==> config.mk <==
export PLATFORM = sky130hd
export DESIGN_NAME = occupancy_counter_flat
export DESIGN_NICKNAME = d
export VERILOG_FILES = /design/src/rtl/occupancy_counter_if.sv /design/src/rtl/occupancy_counter.sv /design/src/flat_wrapper.sv
export SDC_FILE = /design/constraint.sdc
export NUM_CORES = 1
export LEC_CHECK = 0
export ABC_AREA = 0
export CAP_MARGIN = 20
export CORE_UTILIZATION = 60
export DETAILED_ROUTE_END_ITERATION = 7
export PLACE_DENSITY = 0.79
export SLEW_MARGIN = 20
export SYNTH_ARGS = -nofsm -noshare
export SYNTH_HDL_FRONTEND = slang
export SYNTH_SLANG_ARGS = --single-unit
==> constraint.sdc <==
create_clock -name clk -period 28.2 [get_ports clk]
set_clock_uncertainty 0.2 [all_clocks]
set_input_delay 2.82 -clock clk [delete_from_list [all_inputs] [get_ports clk]]
set_output_delay 2.82 -clock clk [all_outputs]
set_load 0.1 [all_outputs]
==> src/rtl/occupancy_counter_if.sv <==
// Event inputs and registered status outputs of the parking-lot occupancy counter.
interface occupancy_counter_if;
  logic       car_enter;
  logic       car_exit;
  logic       clr;
  logic [6:0] count;
  logic [6:0] spaces;
  logic [3:0] bcd_tens;
  logic [3:0] bcd_ones;
  logic       full;
  logic       empty;
  logic       err_over;
  logic       err_under;

  modport master (
    output car_enter, car_exit, clr,
    input  count, spaces, bcd_tens, bcd_ones, full, empty, err_over, err_under
  );

  modport slave (
    input  car_enter, car_exit, clr,
    output count, spaces, bcd_tens, bcd_ones, full, empty, err_over, err_under
  );
endinterface

==> src/rtl/occupancy_counter.sv <==
// Saturating parking-lot occupancy counter driven by edge-detected enter/exit pulses.
// Every output is registered and derived from the same next-count value.
module occupancy_counter #(
  parameter int unsigned CAPACITY = 99
) (
  input logic                clk,
  input logic                reset_n,
  occupancy_counter_if.slave bus
);

  localparam logic [6:0] Cap = 7'(CAPACITY);

  if (CAPACITY < 1 || CAPACITY > 99) begin : g_cap_check
    $error("occupancy_counter: CAPACITY must be in 1..99");
  end

  logic       enter_d, exit_d;
  logic       ev_in, ev_out;
  logic [6:0] count_q, count_next;
  logic [6:0] spaces_q;
  logic [3:0] tens_q, ones_q, tens_next, ones_next;
  logic       full_q, empty_q;
  logic       err_over_q, err_over_next;
  logic       err_under_q, err_under_next;
  logic [6:0] rem;

  assign ev_in  = bus.car_enter & ~enter_d;
  assign ev_out = bus.car_exit & ~exit_d;

  always_comb begin
    count_next     = count_q;
    err_over_next  = err_over_q;
    err_under_next = err_under_q;
    if (bus.clr) begin
      count_next     = 7'd0;
      err_over_next  = 1'b0;
      err_under_next = 1'b0;
    end else if (ev_in && ev_out) begin
      // Simultaneous entry and exit cancel out, even at the bounds.
      count_next = count_q;
    end else if (ev_in) begin
      if (count_q == Cap) begin
        err_over_next = 1'b1;
      end else begin
        count_next = count_q + 7'd1;
      end
    end else if (ev_out) begin
      if (count_q == 7'd0) begin
        err_under_next = 1'b1;
      end else begin
        count_next = count_q - 7'd1;
      end
    end
  end

  // Repeated subtraction; nine steps cover the whole 0..99 range.
  always_comb begin
    tens_next = 4'd0;
    rem       = count_next;
    for (int i = 0; i < 9; i++) begin
      if (rem >= 7'd10) begin
        rem       = rem - 7'd10;
        tens_next = tens_next + 4'd1;
      end
    end
    ones_next = rem[3:0];
  end

  always_ff @(posedge clk or negedge reset_n) begin
    if (!reset_n) begin
      enter_d     <= 1'b0;
      exit_d      <= 1'b0;
      count_q     <= 7'd0;
      spaces_q    <= Cap;
      tens_q      <= 4'd0;
      ones_q      <= 4'd0;
      full_q      <= 1'b0;
      empty_q     <= 1'b1;
      err_over_q  <= 1'b0;
      err_under_q <= 1'b0;
    end else begin
      // History is kept across clr so a held input cannot retrigger.
      enter_d     <= bus.car_enter;
      exit_d      <= bus.car_exit;
      count_q     <= count_next;
      spaces_q    <= Cap - count_next;
      tens_q      <= tens_next;
      ones_q      <= ones_next;
      full_q      <= (count_next == Cap);
      empty_q     <= (count_next == 7'd0);
      err_over_q  <= err_over_next;
      err_under_q <= err_under_next;
    end
  end

  assign bus.count     = count_q;
  assign bus.spaces    = spaces_q;
  assign bus.bcd_tens  = tens_q;
  assign bus.bcd_ones  = ones_q;
  assign bus.full      = full_q;
  assign bus.empty     = empty_q;
  assign bus.err_over  = err_over_q;
  assign bus.err_under = err_under_q;

endmodule

==> src/flat_wrapper.sv <==
// flat-port wrapper written by rule: the top's interface ports become plain ports
module occupancy_counter_flat 
#(
  parameter int unsigned CAPACITY = 99
)
  (clk, reset_n, bus_car_enter, bus_car_exit, bus_clr, bus_count, bus_spaces, bus_bcd_tens, bus_bcd_ones, bus_full, bus_empty, bus_err_over, bus_err_under);
  occupancy_counter_if bus_i ();
  input logic clk;
  input logic reset_n;
  input wire logic [$bits(bus_i.car_enter)-1:0] bus_car_enter;
  input wire logic [$bits(bus_i.car_exit)-1:0] bus_car_exit;
  input wire logic [$bits(bus_i.clr)-1:0] bus_clr;
  output wire logic [$bits(bus_i.count)-1:0] bus_count;
  output wire logic [$bits(bus_i.spaces)-1:0] bus_spaces;
  output wire logic [$bits(bus_i.bcd_tens)-1:0] bus_bcd_tens;
  output wire logic [$bits(bus_i.bcd_ones)-1:0] bus_bcd_ones;
  output wire logic [$bits(bus_i.full)-1:0] bus_full;
  output wire logic [$bits(bus_i.empty)-1:0] bus_empty;
  output wire logic [$bits(bus_i.err_over)-1:0] bus_err_over;
  output wire logic [$bits(bus_i.err_under)-1:0] bus_err_under;
  assign bus_i.car_enter = bus_car_enter;
  assign bus_i.car_exit = bus_car_exit;
  assign bus_i.clr = bus_clr;
  assign bus_count = bus_i.count;
  assign bus_spaces = bus_i.spaces;
  assign bus_bcd_tens = bus_i.bcd_tens;
  assign bus_bcd_ones = bus_i.bcd_ones;
  assign bus_full = bus_i.full;
  assign bus_empty = bus_i.empty;
  assign bus_err_over = bus_i.err_over;
  assign bus_err_under = bus_i.err_under;
  occupancy_counter #(.CAPACITY(CAPACITY)) u_core (.clk(clk), .reset_n(reset_n), .bus(bus_i));
endmodule
==> flow_metrics.env <==
export IMPL_grt_usage_pct=29.5
export IMPL_drc=0
export IMPL_yosys_top_cells_area="dfrtp_1 14%, ha_1 7.3%, xnor2_1 3.7%, dfstp_2 3.5%, nand2_1 3.0%"
export IMPL_viasPerCell=6.68
export IMPL_die_x_um=81.4
export IMPL_r2r_end="u_core.bus.bcd_tens[1]"
export IMPL_core_area_sq_um=5990
export IMPL_grt_max_degree=27
export IMPL_drt_iter0_drc=193
export IMPL_hpwlAfterDp_mm=7.38
export IMPL_synth_avg_cell_area_sq_um=8.55
export IMPL_cp_startpoint="bus_car_exit"
export IMPL_die_h_um=81.4
export IMPL_place_ws_ns=14.13
export IMPL_slew_viol_final=0
export IMPL_totalWireLength_mm=9.39
export IMPL_diodes=0
export IMPL_wl_per_cell_um=17.6
export IMPL_synth_fp_nets=469
export IMPL_arrival_ns=13.90
export IMPL_hold_path_depth=2
export IMPL_synth_seq_cells=26
export IMPL_synth_edf_count=0
export IMPL_fin_crit_ns=13.94
export IMPL_worstHoldPathType="register to register"
export IMPL_max_slew_margin_pct=31.7
export IMPL_run_status="finished, final reports clean"
export IMPL_gp_congestion=0.907
export IMPL_r2r_setup_slack_ns=16.04
export IMPL_synth_cell_types=101
export IMPL_layout_drive_gt1_share_pct=13.3
export IMPL_fin_tns_setup_ns=0
export IMPL_hold_viol=0
export IMPL_antenna_found_initial=0
export IMPL_row_count=28
export IMPL_synth_ff_type="dfrtp_1"
export IMPL_ctsHoldBuffers=0
export IMPL_max_freq_ghz=0.0717
export IMPL_yosysMostFrequentCell="nand2_1"
export IMPL_final_nets=488
export IMPL_cp_required_ns=28.16
export IMPL_syn_inst=442
export IMPL_htreeDepth=1
export IMPL_slowest_delay_ns=0.80
export IMPL_cap_viol_max_count=0
export IMPL_synth_top_area_share_pct=13.9
export IMPL_slowest_stage="o21ai_0"
export IMPL_first_pass_iters=4
export IMPL_clock_path_buffers=2
export IMPL_critPathLaunchType="input port"
export IMPL_synthArstFlopShare_pct=100
export IMPL_timing_final_ws_setup_ns=14.26
export IMPL_ctsResizeCount=0
export IMPL_worst_pin_slew_ns=1.01
export IMPL_overflow=0
export IMPL_fin_crit_sh_pct=49.4
export IMPL_r2r_start="u_core.bus.count[0]"
export IMPL_cp_end_kind="register"
export IMPL_num_vias=3575
export IMPL_syn_area_sq_um=3780
export IMPL_cts_root_buffer="clkbuf_8"
export IMPL_rsz0062_at_grt="false"
export IMPL_path_class="input port to register"
export IMPL_initial_core_util_pct=63.1
export IMPL_synth_largest_area_cell="dfrtp_1"
export IMPL_post_cts_buffers=0
export IMPL_cts_buffers=3
export IMPL_reg2reg_depth=44
export IMPL_setup_viol=0
export IMPL_ant_nets=0
export IMPL_yosysSeqAreaShare_pct=17.4
export IMPL_clkSinkCount=26
export IMPL_clk_latency_ns=0.28
export IMPL_port_buffers=30
export IMPL_tritoncts="built"
export IMPL_crit_end="u_core.bus.bcd_tens[1]"
export IMPL_cp_common_cell="ha_1"
export IMPL_grt_first_pass_wirelength_mm=15.4
export IMPL_ys_warn_count=0
export IMPL_yosys_top_cells_count="30 x nand2_1, 25 x nor2_1"
export IMPL_path_max_fanout=10
export IMPL_grt_pass1_vias=3191
export IMPL_die_area_sq_um=6620
export IMPL_syn_to_final_growth_pct=9.10
export IMPL_ioPinCount=31
export IMPL_clk_pin_slew_worst_paths_ns=0.09
==> layout by cell type (no fill, tap or decap), drive strengths merged, types with 5 or more instances in the layout <==
master	Yosys	routed
a211oi	11	11
a21boi	6	6
a21oi	22	22
a31oi	8	8
and2	7	7
and3	7	7
clkdlybuf4s50	0	29
dfrtp	21	21
dfstp	5	5
ha	22	22
inv	23	23
mux2	6	6
nand2	31	31
nand2b	8	8
nand3	23	23
nand4	6	6
nor2	27	27
nor3	26	26
nor4	5	5
o211ai	9	9
o21a	7	7
o21ai	27	27
o31ai	5	5
o32ai	5	5
or3	7	7
xnor2	16	16
xor2	11	11
==> how the worst min path moves through the flow <==
stage,from,endpoint,slack [ns]
after floorplan,u_core.exit_d,u_core.bus.err_over,0.56
after global placement,u_core.bus.err_over,u_core.bus.err_over,0.30
after detailed placement,u_core.bus.err_over,u_core.bus.err_over,0.30
after CTS,u_core.bus.err_over,u_core.bus.err_over,0.33
after global routing,u_core.bus.err_over,u_core.bus.err_over,0.34
final,u_core.bus.err_over,u_core.bus.err_over,0.32
==> kinds of logic after synthesis <==
family | Yosys count | synth area share, %
buffers and inverters | 41 | 5.66
adders and majority gates | 22 | 7.28
xor gates and xnor gates | 28 | 6.88
AOI/OAI and AO/OA | 144 | 32.3
muxes | 8 | 2.42
DFF | 26 | 17.4
and+or+nand+nor | 173 | 28.1
==> worst max-delay path, delay by kind of cell <==
family | cells | cell delay (ns)
AND/OR/NAND/NOR | 14 | 3.24
multiplexers | 1 | 0.32
AO/OA/AOI/OAI | 14 | 4.36
XOR/XNOR | 2 | 0.49
adder cells (fa/ha/maj) | 6 | 1.60
buffers and inverters | 6 | 1.06
==> sequential cells by signal, indices dropped and copies added, names as in the netlist <==
name	count
u_core.bus.count	7
u_core.bus.spaces	6
u_core.bus.bcd_tens	4
u_core.bus.bcd_ones	3
u_core.bus.empty	1
u_core.bus.err_over	1
u_core.bus.err_under	1
u_core.bus.full	1
u_core.enter_d	1
u_core.exit_d	1
==> area by class of cell <==
| class | instances | area (sq um) |
|---|---|---|
| fill | 497 | 1870 |
| sequential | 26 | 657 |
| clock inverter | 1 | 30.0 |
| inverter | 24 | 90.1 |
| timing repair buffer | 31 | 303 |
| clock buffer | 3 | 41.3 |
| tap | 75 | 93.8 |
| multi-input combinational | 375 | 2910 |
==> per-stage QoR <==
step	std cells	instance area [sq um]	utilization, %	hold WS, ns
2_1_floorplan	442	3780	-	0.559
3_3_place_gp	531	4060	67.8	0.296
3_5_place_dp	531	4060	67.8	0.303
4_1_cts	535	4130	68.9	0.327
5_1_grt	535	4130	68.9	0.341
6_report	535	4130	68.9	0.324
==> routing by layer <==
| layer | track usage [%] | up-vias | share of wire, % |
|---|---|---|---|
| met5 | 0 | - | 0 |
| met4 | 7.68 | 0 | 1.4 |
| met3 | 1.91 | 16 | 5.2 |
| met2 | 49.7 | 126 | 47 |
| met1 | 40.4 | 1698 | 46 |
| li1 | - | 1735 | - |
Power is not shown: default switching activity piles up to over one toggle a cycle in this logic, so the estimate is an artifact.
==> edit 1: new RTL, config.mk and constraints unchanged <==
`CAPACITY` is set to 99 in 2 places; all go to 49.
--- a/src/rtl/occupancy_counter.sv
+++ b/src/rtl/occupancy_counter.sv
@@ -2,5 +2,5 @@
 // Every output is registered and derived from the same next-count value.
 module occupancy_counter #(
-  parameter int unsigned CAPACITY = 99
+  parameter int unsigned CAPACITY = 49
 ) (
   input logic                clk,
--- a/src/flat_wrapper.sv
+++ b/src/flat_wrapper.sv
@@ -2,5 +2,5 @@
 module occupancy_counter_flat 
 #(
-  parameter int unsigned CAPACITY = 99
+  parameter int unsigned CAPACITY = 49
 )
   (clk, reset_n, bus_car_enter, bus_car_exit, bus_clr, bus_count, bus_spaces, bus_bcd_tens, bus_bcd_ones, bus_full, bus_empty, bus_err_over, bus_err_under);
Formal check against the unedited RTL: not equivalent (a bounded check fails within 4 cycles, from zero or initial values and one cycle with reset_n low).
==> edit 1 against the unedited design <==
- sequential share of layout area shrank 0.60 points
- highest routed layer unchanged
- worst setup slack better by 0.17 ns
- non-clock buffer count shrank 1
- synthesized cell count rose by 7.0%
- critical path type unchanged
- sequential cell count did not move
- routed wire length grew 7.0%
- area after synthesis increased by 4.4%
- final area up 3.7%
- final cell count grew 5.8%
- count of clock-buffer cells in the layout increased by 1
Power is not shown: default switching activity piles up to over one toggle a cycle in this logic, so the estimate is an artifact.
==> edit 1: results (changes against the unedited design) <==
* GRT Resource Usage Total at 29.3% (-0.13 points)
* Slowest CP cell: clkdlybuf4s50_1
* GP Congestion at 1.05 (+16%)
* Synth Instances at 473 (+7.0%)
* Worst-margin pin slew at 0.981 ns (-0.0326 ns)
* Placed Instance Area at 0.00424 sq mm (+4.4%)
* Largest cells by area after synthesis: dfrtp_1 (14%), ha_1 (6.0%), nand2_1 (3.9%)
* Layout cells sized above 1 at 14.1% (+0.85 points)
* Clock buf/inv share at 1.05% (-0.68 points)
* Outcome: finished clean
* Hold Path Origin: u_core.bus.err_under
* Final sequential cell count at 26 (unchanged)
* Max reg flops at 7 (unchanged)
* Syn avg cell area at 8.34 sq um (-2.5%)
* Worst Path Arrival at 13.72 ns (-0.18 ns)
* Register area share after synthesis at 16.6% (-0.76 points)
* Register Area at 656 sq um (-0.19%)
* Post-DP HPWL at 7.81 mm (+5.8%)
* CP max FO at 16 (+6)
* Post-layout util at 67.4% (-1.5 points)
* R2r setup slk at 16.50 ns (+0.46 ns)
* CP max stage delay at 0.52 ns (-0.28 ns)
* Max Clk Rate at 0.0727 GHz (+1.3%)
* Final net count at 514 (+5.3%)
* Syn nets at 497 (+6.0%)
* Ant. Diodes at 0 (unchanged)
* Buffering overhead at 6.90% (-0.44 points)
* Synth cell count leaders: nand2_1 (41), nor2_1 (30), a21oi_1 (27)
* Number of iterations in the first detailed-routing pass at 5 (+1)
* Multi-input gates at 405 (+8.0%)
* Vias in the first global route at 3608 (+13%)
* Clock buf count at 4 (+1)
* Reg clk slew, reported paths at around 0.080 ns
* Distinct cell type count after synthesis at 103 (+2.0%)
* Hold slack at 0.322 ns (-0.00184 ns)
* Avg WL per Cell at 17.8 um (+1.1%)
* CTS Root Cell: clkbuf_8
* Cell count after placement at 562 (+5.8%)
* DP Worst Slack at 14.32 ns (+0.191 ns)
* Bufs w/o clock at 30 (-3.2%)
* DRT iter0 DRCs at 363 (+88%)
* Multi-input combinational area share at 72.2% (+1.6 points)
* Vias per cell at 6.90 (+3.3%)
* First-pass GRT wire length at 17.2 mm (+11%)
* Fill cells at 541 (+8.9%)
* Post-Route WL at 10.0 mm (+7.0%)
edit 1: final timing paths:
path,end,cells past startpoint
setup / recovery,u_core.bus.bcd_tens[1],45
hold / removal,u_core.bus.err_under,2
setup reg to reg,u_core.bus.bcd_tens[1],46
hold reg to reg,u_core.bus.err_under,2
max in group asynchronous,u_core.bus.bcd_tens[0],1
min in group asynchronous,u_core.bus.count[4],1
edit 1: routing by layer:
metal,global-route usage (%),part of all wire (%),vias up
met1,43.8,46,1821
met4,9.40,1.5,0
li1,-,-,1889
met3,3.18,7.3,16
met5,0,0,-
met2,44.0,45,182
edit 1: logic make-up (layout without fill, tap and decap cells):
family	count (synthesis)	count (layout)	synth area share, %
simple gates	177	177	25.7
compound gates	162	162	33.6
buf+inv	42	58	5.14
xor+xnor	29	29	7.77
flops	26	26	16.6
fa+ha+maj	19	19	6.02
mux	18	18	5.07
==> edit 2: new RTL, same flow settings <==
Without the edit above. Compare `count_q` against `Cap` with >= in place of ==.
--- a/src/rtl/occupancy_counter.sv
+++ b/src/rtl/occupancy_counter.sv
@@ -40,5 +40,5 @@
       count_next = count_q;
     end else if (ev_in) begin
-      if (count_q == Cap) begin
+      if (count_q >= Cap) begin
         err_over_next = 1'b1;
       end else begin
Formal check against the unedited RTL: same outputs for any inputs over 10 cycles, from zero or initial values and one cycle with reset_n low; that may be too few to reach the edited logic, so the function may still have changed.
==> edit 2 against the unedited design <==
- first-iteration DRC count rose by 33%
- final area rose by 5.1%
- area after synthesis is 3.8% higher
- largest cell class unchanged
- worst hold slack worse by 0.0093 ns
- worst setup slack worse by 0.97 ns
- sequential cell count unchanged
- routed wire length is 13% higher
Power is left out: the tool's default activity adds up to more than one toggle a clock period on the data nets, which glitch-free logic cannot reach.
==> edit 2: results (changes against the unedited design) <==
* Outcome: finished clean
* Clk_lat worst skew at ~0.27 ns
* Final net count at 536 (+9.8%)
* Post-Route WL at 10.6 mm (+13%)
* GP Congestion at 0.953 (+5.0%)
* Setup crit start: bus_car_enter
* Worst hold path endpoint: u_core.bus.err_over
* Slowest CP cell: nor2b_1
* Post-DP HPWL at 8.25 mm (+12%)
* Initial antenna violation count at 0 (unchanged)
* First-pass GRT wire length at 17.9 mm (+16%)
* FF-to-FF End: u_core.bus.bcd_tens[1]
* # Post-CTS Setup Buffers at 0 (unchanged)
* Reg clk slew, reported paths at approximately 0.10 ns
* Hold slack at 0.315 ns (-0.00933 ns)
* Largest cells by area after synthesis: dfrtp_1 (13%), ha_1 (7.0%), nand2_1 (3.9%)
* Ant. Diodes at 0 (unchanged)
* Layout cells sized above 1 at 11.6% (-1.6 points)
* Met3 routed WL at 709 um (+46%)
* Distinct cell type count after synthesis at 95 (-5.9%)
* Vias in the first global route at 3730 (+17%)
* CP max stage delay at 0.58 ns (-0.22 ns)
* R2r setup slk at 15.64 ns (-0.40 ns)
* Hold Path Origin: u_core.bus.err_over
* Worst r2r path cells at 52 (+18%)
* Worst-margin pin slew at 1.01 ns (-0.00534 ns)
* Max reg flops at 7 (unchanged)
* Yosys warns at 0 (unchanged)
* R2r startpoint: u_core.bus.count[0]
* Via count at 4109 (+15%)
* Metal1 wirelength at 4.82 mm (+11%)
* GRT Resource Usage Total at 30.5% (+1.1 points)
* Worst Path Arrival at 14.86 ns (+0.96 ns)
* DRT iter0 DRCs at 256 (+33%)
* CP max FO at 11 (+1)
* H-tree levels at 1 (unchanged)
* Placed Instance Area at 0.00427 sq mm (+5.1%)
* Register area share after synthesis at 16.7% (-0.64 points)
* Min cycle time layout at 14.91 ns (+0.974 ns)
* Setup ws final at 13.29 ns (-0.974 ns)
* Hold Crit Class: reg2reg
* Syn nets at 512 (+9.2%)
* Synth cell count leaders: nand2_1 (41), nor2_1 (36), a21oi_1 (28)
* Number of iterations in the first detailed-routing pass at 6 (+2)
* WL met2 at 4.84 mm (+9.7%)
edit 2: through the flow:
step                      std cells  util, %
final                           585     68.3
after global routing            585     68.3
after global placement          581     67.2
after CTS                       585     68.3
after floorplan                 485        -
after detailed placement        581     67.2
edit 2: cell type report:
type | instances | area [sq um]
inverters | 24 | 90.1
repair buffers | 32 | 310
clock inverters | 1 | 30.0
clock buffers | 3 | 41.3
multi-input cells | 422 | 3110
well taps | 77 | 96.3
flip-flops and latches | 26 | 657
fillers | 534 | 2020
edit 2: worst min-delay path, stage by stage, from the launching register on:
cell and delay, ns:
dfrtp_1 0.37, a21oi_1 0.04, nor2_1 0.07
edit 2: routing by layer:
| metal | track usage (%) | vias to the layer above |
|---|---|---|
| li1 | - | 1953 |
| met1 | 42.4 | 1930 |
| met2 | 51.5 | 200 |
| met3 | 2.19 | 26 |
| met4 | 7.68 | 0 |
| met5 | 0 | - |
edit 2: how the worst max path moves through the flow:
stage                             end  cells after the start
2_1_floorplan  u_core.bus.bcd_tens[1]                     51
3_3_place_gp   u_core.bus.bcd_tens[1]                     51
3_5_place_dp   u_core.bus.bcd_tens[1]                     51
4_1_cts        u_core.bus.bcd_tens[1]                     51
5_1_grt        u_core.bus.bcd_tens[1]                     51
6_report       u_core.bus.bcd_tens[1]                     51
edit 2: logic make-up (layout without fill, tap and decap cells):
logic type | Yosys count | after routing | share of synthesized area, %
adders and majority gates | 22 | 22 | 7.01
buffers and inverters | 37 | 60 | 4.08
and+or+nand+nor | 177 | 177 | 23.5
xor gates and xnor gates | 25 | 25 | 6.25
muxes | 19 | 19 | 5.19
DFF | 26 | 26 | 16.7
AOI/OAI and AO/OA | 179 | 179 | 37.3
